<file path="src/rtl/guia_pkg.sv">
// guia_pkg: shared FSM states, vector count and OR/NOR reference function for the sequencer
package guia_pkg;
  typedef enum logic [1:0] {IDLE, DRIVE, SAMPLE, DONE} state_t;
  localparam int NUM_VECTORS = 8;
  function automatic logic expected_result(input logic a, input logic b, input logic select);
    return select ? ~(a | b) : (a | b);
  endfunction
endpackage

</file>
<file path="src/rtl/logic_op_sequencer.sv">
// logic_op_sequencer: walks 8 operand vectors through an external OR/NOR unit and scores its results
module logic_op_sequencer
  import guia_pkg::*;
#(
  parameter int unsigned SETTLE_CYCLES = 1
) (
  input  logic       clk,
  input  logic       rst,
  input  logic       start,
  input  logic       selected_output,
  output logic       a,
  output logic       b,
  output logic       select,
  output logic       busy,
  output logic       done,
  output logic [7:0] table_out,
  output logic [3:0] err_count
);
  localparam logic [3:0] SETTLE_LAST = 4'(SETTLE_CYCLES - 1);
  localparam logic [2:0] LAST_IDX = 3'(NUM_VECTORS - 1);
  state_t state, nxt;
  logic [2:0] idx, idx_n;
  logic [3:0] cnt, cnt_n, err_n;
  logic [7:0] tbl_n;
  logic drv;
  always_comb begin
    nxt = state;
    idx_n = idx;
    cnt_n = cnt;
    tbl_n = table_out;
    err_n = err_count;
    case (state)
      IDLE: if (start) begin
        nxt = DRIVE;
        idx_n = '0;
        cnt_n = '0;
        tbl_n = '0;
        err_n = '0;
      end
      DRIVE: begin
        nxt = (cnt == SETTLE_LAST) ? SAMPLE : DRIVE;
        cnt_n = (cnt == SETTLE_LAST) ? 4'd0 : cnt + 4'd1;
      end
      SAMPLE: begin
        tbl_n[idx] = selected_output;
        err_n = (selected_output != expected_result(a, b, select)) ? err_count + 4'd1 : err_count;
        nxt = (idx == LAST_IDX) ? DONE : DRIVE;
        idx_n = (idx == LAST_IDX) ? idx : idx + 3'd1;
      end
      default: nxt = IDLE;
    endcase
    drv = (nxt == DRIVE) || (nxt == SAMPLE);
  end
  // outputs are registered from next-state values so they line up with the state they describe
  always_ff @(posedge clk) begin
    if (rst) begin
      state <= IDLE;
      idx <= '0;
      cnt <= '0;
      a <= 1'b0;
      b <= 1'b0;
      select <= 1'b0;
      busy <= 1'b0;
      done <= 1'b0;
      table_out <= '0;
      err_count <= '0;
    end else begin
      state <= nxt;
      idx <= idx_n;
      cnt <= cnt_n;
      a <= drv & idx_n[2];
      b <= drv & idx_n[1];
      select <= drv & idx_n[0];
      busy <= drv;
      done <= (nxt == DONE);
      table_out <= tbl_n;
      err_count <= err_n;
    end
  end
endmodule

</file>
<file path="config.mk">
export PLATFORM = sky130hd
export DESIGN_NAME = logic_op_sequencer
export DESIGN_NICKNAME = d
export VERILOG_FILES = /design/src/rtl/guia_pkg.sv /design/src/rtl/logic_op_sequencer.sv
export SDC_FILE = /design/constraint.sdc
export NUM_CORES = 1
export LEC_CHECK = 0
export BUFFER_PORTS_ARGS = -buffer_cell sky130_fd_sc_hd__buf_2
export CAP_MARGIN = 10
export CORE_AREA = 8 8 47 78
export CTS_BUF_LIST = sky130_fd_sc_hd__clkbuf_16
export CTS_CLUSTER_DIAMETER = 80
export DETAILED_ROUTE_END_ITERATION = 7
export DIE_AREA = 0 0 55 86
export GPL_TIMING_DRIVEN = 0
export PLACE_DENSITY = 0.71
export SKIP_CTS_REPAIR_TIMING = 1
export SLEW_MARGIN = 40
export SYNTH_ARGS = -nofsm -noshare
export SYNTH_HDL_FRONTEND = slang
export SYNTH_SLANG_ARGS = --single-unit
</file>
<file path="constraint.sdc">
create_clock -name clk -period 1.6 [get_ports clk]
set_input_delay 0.16 -clock clk [delete_from_list [all_inputs] [get_ports clk]]
set_output_delay 0.16 -clock clk [all_outputs]
set_load 0.01 [all_outputs]
</file>
==> impl_metrics.csv, run 1 <==
group,metric,value,unit
route,ant_nets,0,
pwr,p_leak,0.612,nW
finish,layout_common_cells,"buf_2 (22), dfxtp_1 (21), a21oi_1 (15), o21ai_0 (11)",
finish,seq_area,529,µm²
floorplan,io_pins,21,
floorplan,die-area,4730,µm²
finish,n_antenna_cell,0,
route,drt_wl_total,2990,µm
timing,tightest_slew,0.513,ns
timing,period_share,95.6,%
floorplan,rows,25,
timing,fmax,654,MHz
clocking,insertion_delay,0.26,ns
logic_synthesis,ys_types,34,
route,wl_per_cell,15.2,µm
route,drc,0,
finish,area_growth,22.1,%
timing,timing.final.crit_period,1.53,ns
global_routing,antenna_found_initial,0,
timing,slew_viol_final,0,
setup_path,critPathArrivalTime,1.68,ns
setup_path,critPathRequiredTime,1.75,ns
setup_path,worstSetupPathType,"reg -> reg",
finish,mostFrequentLayoutCell,"buf_2",
global_routing,grt_pass1_vias,1159,
timing,clock_skew,0.00382,ns
route,dr.pass1.iters,4,
logic_synthesis,synth_area_per_cell,8.47,µm²
setup_path,startpoint_type,"flop",
pwr,p_per_area,891,nW/µm²
run,maxCapViolations,0,
clocking,cts_buffer_depth,2,
finish,final_nets,179,
run_status,status,"finished, final reports clean",
clocking,root_buffer,"clkbuf_16",
logic_synthesis,yosys_warnings,0,
worst_hold_path,min_path_type,"in -> reg",
clocking,htree_levels,1,
floorplan,die_w,55,µm
global_routing,grt_max_degree,15,
floorplan,dieHeight,86,µm
placed_design,dp.cells,192,
timing,max-slew-margin-rel,65.8,%
route,via_count,1121,
logic_synthesis,ys_seq_area_share,42.4,%
timing,hold_viol_final,0,
placed_design,dpl.hpwl,2220,µm
pwr,power,1.34,mW
timing,setup_violations,0,
finish,layoutNonFillerInstCount,196,
finish,multi_input_area,696,µm²
clocking,cts_sinks,26,
route,via_per_inst,5.72,
finish,n_fill_cell,258,
setup_path,worstSetupEndpointType,"flop",
logic_synthesis,syn-cell-area,1230,µm²
finish,drive_above_1_share,27.2,%
logic_synthesis,synth_nets,154,
placed_design,place_congestion,0.856,
clocking,cts.clk_slew.worst_paths,0.06,ns
logic_synthesis,synth_cells,145,
global_routing,grt_usage,13.7,%
setup_path,crit_fanout,10,
route,drt_iter0_drc,34,
floorplan,core-area,2630,µm²
clocking,cts_made_buffers,3,
pwr,ir_drop,0.000607,V
floorplan,start_util,46.8,%
global_routing,grt_pass1_wl,5090,µm
global_routing,overflow,0,
logic_synthesis,ys_seq_elements,26,
placed_design,portBuffers,20,
clocking,cts_tree,"yes",
-- report_power, final --
group	leakage [nW]	switching, mW	internal, mW
Sequential	0.213	0.00974	0.656
Combinational	0.360	0.0782	0.0492
Clock	0.0385	0.208	0.334
-- stage by stage --
stage | hold WS, ns | setup TNS [ns] | instance area, µm² | setup slack [ns] | utilization (%)
after floorplan | 0.237 | 0 | 1230 | 0.0685 | -
after global placement | 0.382 | -0.259 | 1360 | -0.129 | 51.9
after detailed placement | 0.391 | -0.484 | 1360 | -0.190 | 51.9
after CTS | 0.122 | -0.587 | 1440 | -0.209 | 54.9
after global routing | 0.129 | -0.00229 | 1500 | -0.00137 | 57.1
final | 0.123 | 0 | 1500 | 0.0707 | 57.1
-- cell usage after synthesis (all sizes together) --
master    n  area share (%)
dfxtp    26              42
a21oi    15             6.1
nand2    11             3.4
o21ai    11             4.5
nor2b    10             5.1
nor2      8             2.4
a31oi     7             3.6
clkbuf    6             1.8
inv       6             1.8
ha        5             5.1
nand3     5             2.0
and2      4             2.0
a211oi    3             1.8
nand2b    3             1.5
o211ai    3             1.8
and3      2             1.0
buf       2            0.81
o21bai    2             1.2
xnor2     2             2.0
a211o     1            0.71
a22o      1            0.71
a22oi     1            0.61
a41oi     1            0.71
mux2      1            0.92
nand3b    1            0.61
nand4     1            0.51
nand4b    1            0.71
nor3b     1            0.61
o2111ai   1            0.71
o22ai     1            0.51
o41ai     1            0.71
or4       1            0.61
or4b      1            0.81
-- path summary, 6_finish.rpt --
kind / from / endpoint / slack, ns / cells after the start
worst min register to register: table_out[0]$_SDFFE_PP0P_ / table_out[0]$_SDFFE_PP0P_ / 0.48 / 2
worst max-delay path: state[1]$_SDFF_PP0_ / select$_SDFF_PP0_ / 0.07 / 6
worst min-delay path: rst / busy$_SDFF_PP0_ / 0.12 / 2
worst max register to register: state[1]$_SDFF_PP0_ / select$_SDFF_PP0_ / 0.07 / 6
-- worst max-delay path: stages, from the launching register on --
cell and delay, ns:
dfxtp_2 0.39, buf_4 0.19, nand2b_1 0.16, o22ai_2 0.09
ha_1 0.30, nor2b_2 0.17, and2_1 0.13
-- layout make-up --
class,count,share of cell area [%]
Multi-Input combinational cell,105,46.4
Sequential cell,26,35.3
Timing Repair Buffer,21,7.17
Clock buffer,3,5.00
Tap cell,27,2.25
Buffer,7,2.17
Inverter,6,1.50
Clock inverter,1,0.250
-- cells by family after synthesis --
| family | synth area share [%] |
|---|---|
| xor gates and xnor gates | 2.04 |
| DFF | 42.4 |
| muxes | 0.916 |
| adders and majority gates | 5.09 |
| and+or+nand+nor | 21.4 |
| buffers and inverters | 4.48 |
| AOI/OAI and AO/OA | 23.7 |
-- layer usage --
| metal | global-route usage, % | up-vias | share of wire (%) | routed length [µm] |
|---|---|---|---|---|
| li1 | - | 569 | - | - |
| met2 | 23.9 | 22 | 55 | 1650 |
| met3 | 3.12 | 7 | 4.9 | 145 |
| met4 | 6.15 | 0 | 2.5 | 74 |
| met1 | 14.4 | 523 | 37 | 1120 |
| met5 | 0 | - | 0 | 0 |
-- state kept, by name, summed over array words and instances (netlist names) --
name       count
table_out      8
cnt            4
err_count      4
idx            3
state          2
a              1
b              1
busy           1
done           1
select         1
Power figures use the tool's default switching activity.
==> run 2, diff against run 1 <==
Settings changed: CORE_AREA 8 8 47 78 to 8 8 60 62, DIE_AREA 0 0 55 86 to 0 0 68 70, PLACE_DENSITY 0.71 to 0.7.
==> impl_metrics.csv, run 2 (synthesized netlist as in run 1, its figures left out) <==
group,metric,value,unit
setup_path,crit_slowest_cell,"dfxtp_4",
setup_path,reg2regPathDepth,5,
setup_path,cp.depth,5,
global_routing,grt_pass1_vias,1025,
setup_path,rrSetupSlack,0.06,ns
run_status,status,"finished, final reports clean",
global_routing,overflow,0,
setup_path,rr_startpoint,"idx[1]$_SDFF_PP0_",
timing,fmax,651,MHz
timing,setup_tns,0,ns
timing,period_share,96.0,%
global_routing,grt_max_degree,16,
run,maxCapViolations,0,
timing,hold_viol_final,0,
setup_path,startpoint_type,"flop",
clocking,cts_sinks,26,
timing,timing.final.crit_period,1.54,ns
clocking,root_buffer,"clkbuf_16",
floorplan,die_w,68,µm
placed_design,dpl.hpwl,2150,µm
setup_path,rr_endpoint,"idx[0]$_SDFF_PP0_",
pwr,p_per_area,994,nW/µm²
timing,slew_viol_final,0,
setup_path,critPathArrivalTime,1.69,ns
finish,layout_common_cells,"buf_2 (22), dfxtp_1 (21), a21oi_1 (15), o21ai_0 (11), nand2_1 (9)",
route,drt_iter0_drc,54,
route,drt_wl_total,2950,µm
finish,multi_input_area,698,µm²
floorplan,dieHeight,70,µm
worst_hold_path,hold_start,"rst",
finish,mostFrequentLayoutCell,"buf_2",
global_routing,grt_pass1_wl,4750,µm
clocking,cts_tree,"yes",
setup_path,crit_family,"flip-flops",
global_routing,antenna_found_initial,0,
clocking,htree_levels,1,
placed_design,portBuffers,20,
route,ant_nets,0,
setup_path,critPathRequiredTime,1.75,ns
finish,reg.largest.list,"table_out (8), cnt (4), err_count (4)",
setup_path,critical_path.endpoint,"idx[0]$_SDFF_PP0_",
timing,grt_setup_unrepaired,"false",
timing,clock_skew,0.00314,ns
setup_path,worstSetupPathType,"reg -> reg",
setup_path,cp_num_buf_inv,0,
worst_hold_path,min_path_type,"in -> reg",
timing,setup_violations,0,
setup_path,crit_path_cell_trace,"ha_1 > nand2_1 > mux2_2 > a22o_1 > and2_1",
pwr,p_leak,0.631,nW
finish,seq_area,532,µm²
floorplan,die-area,4760,µm²
setup_path,startpoint,"idx[1]$_SDFF_PP0_",
setup_path,max_stage_delay,0.37,ns
floorplan,core-area,2660,µm²
clocking,cts_buffer_depth,2,
finish,n_antenna_cell,0,
finish,area_growth,24.5,%
setup_path,crit_fanout,9,
pwr,power,1.52,mW
floorplan,start_util,46.1,%
setup_path,worstSetupEndpointType,"flop",
route,wl_per_cell,14.8,µm
clocking,insertion_delay,0.26,ns
clocking,cts.clk_slew.worst_paths,0.07,ns
floorplan,rows,19,
route,dr.pass1.iters,4,
timing,max-slew-margin-rel,63.2,%
finish,final_nets,178,
finish,top_register,"table_out",
placed_design,place_congestion,0.841,
floorplan,io_pins,21,
route,via_per_inst,5.66,
finish,n_fill_cell,249,
clocking,cts_made_buffers,3,
route,via_count,1126,
finish,drive_above_1_share,25.6,%
timing,tightest_slew,0.552,ns
route,drc,0,
pwr,ir_drop,0.000836,V
finish,largest_reg_flops,8,
global_routing,grt_usage,12.1,%
-- run 2: changes by cell type in the layout (fill, tap and decap cells not counted), moves of 2 or more --
cell     previous run  this run
ha_2                2         0
nor2b_4             0         2
nor2b_2             2         0
ha_1                3         5
-- run 2: worst min-delay path by stage --
stage	endpoint	slack [ns]	cells past startpoint
after detailed placement	idx[2]$_SDFF_PP0_	0.38	2
after global routing	busy$_SDFF_PP0_	0.13	2
after global placement	idx[2]$_SDFF_PP0_	0.38	2
final	busy$_SDFF_PP0_	0.12	2
after floorplan	idx[2]$_SDFF_PP0_	0.24	1
after CTS	idx[2]$_SDFF_PP0_	0.11	2
-- run 2: metrics by stage --
step | instances | util [%] | worst slack [ns] | hold WS [ns] | cell area (µm²)
after global placement | 196 | 51.4 | -0.140 | 0.384 | 1370
after CTS | 200 | 55.3 | -0.248 | 0.110 | 1470
after detailed placement | 196 | 51.4 | -0.199 | 0.381 | 1370
after floorplan | 145 | - | 0.0685 | 0.237 | 1230
after global routing | 199 | 57.5 | 0.000667 | 0.135 | 1530
final | 199 | 57.5 | 0.0648 | 0.122 | 1530
-- run 2: final cells by class --
cell class / instances / share of cell area, %
plain buffers: 7 / 2.21
clock buffers: 3 / 4.91
clock inverters: 1 / 1.96
inverters: 6 / 1.47
multi-input cells: 105 / 45.6
flip-flops and latches: 26 / 34.8
well taps: 31 / 2.53
repair buffers: 20 / 6.54
-- run 2: power by group --
part	internal (mW)	switching, mW
Clock	0.497	0.223
Combinational	0.0532	0.0810
Sequential	0.655	0.0103
-- run 2: layer usage --
metal  share of wire (%)  GRT usage [%]  routed length (µm)  up-vias
li1                    -              -                   -      566
met1                  43           15.2                1280      530
met2                  51           20.6                1510       28
met3                 5.0           2.55                 149        2
met4                0.51           2.05                  15        0
met5                   0              0                   0        -
-- run 2: worst register-to-register path, stage by stage (launching register included) --
cell and delay [ns]:
dfxtp_4 0.37, ha_1 0.20, nand2_1 0.14, mux2_2 0.35
a22o_1 0.21, and2_1 0.17
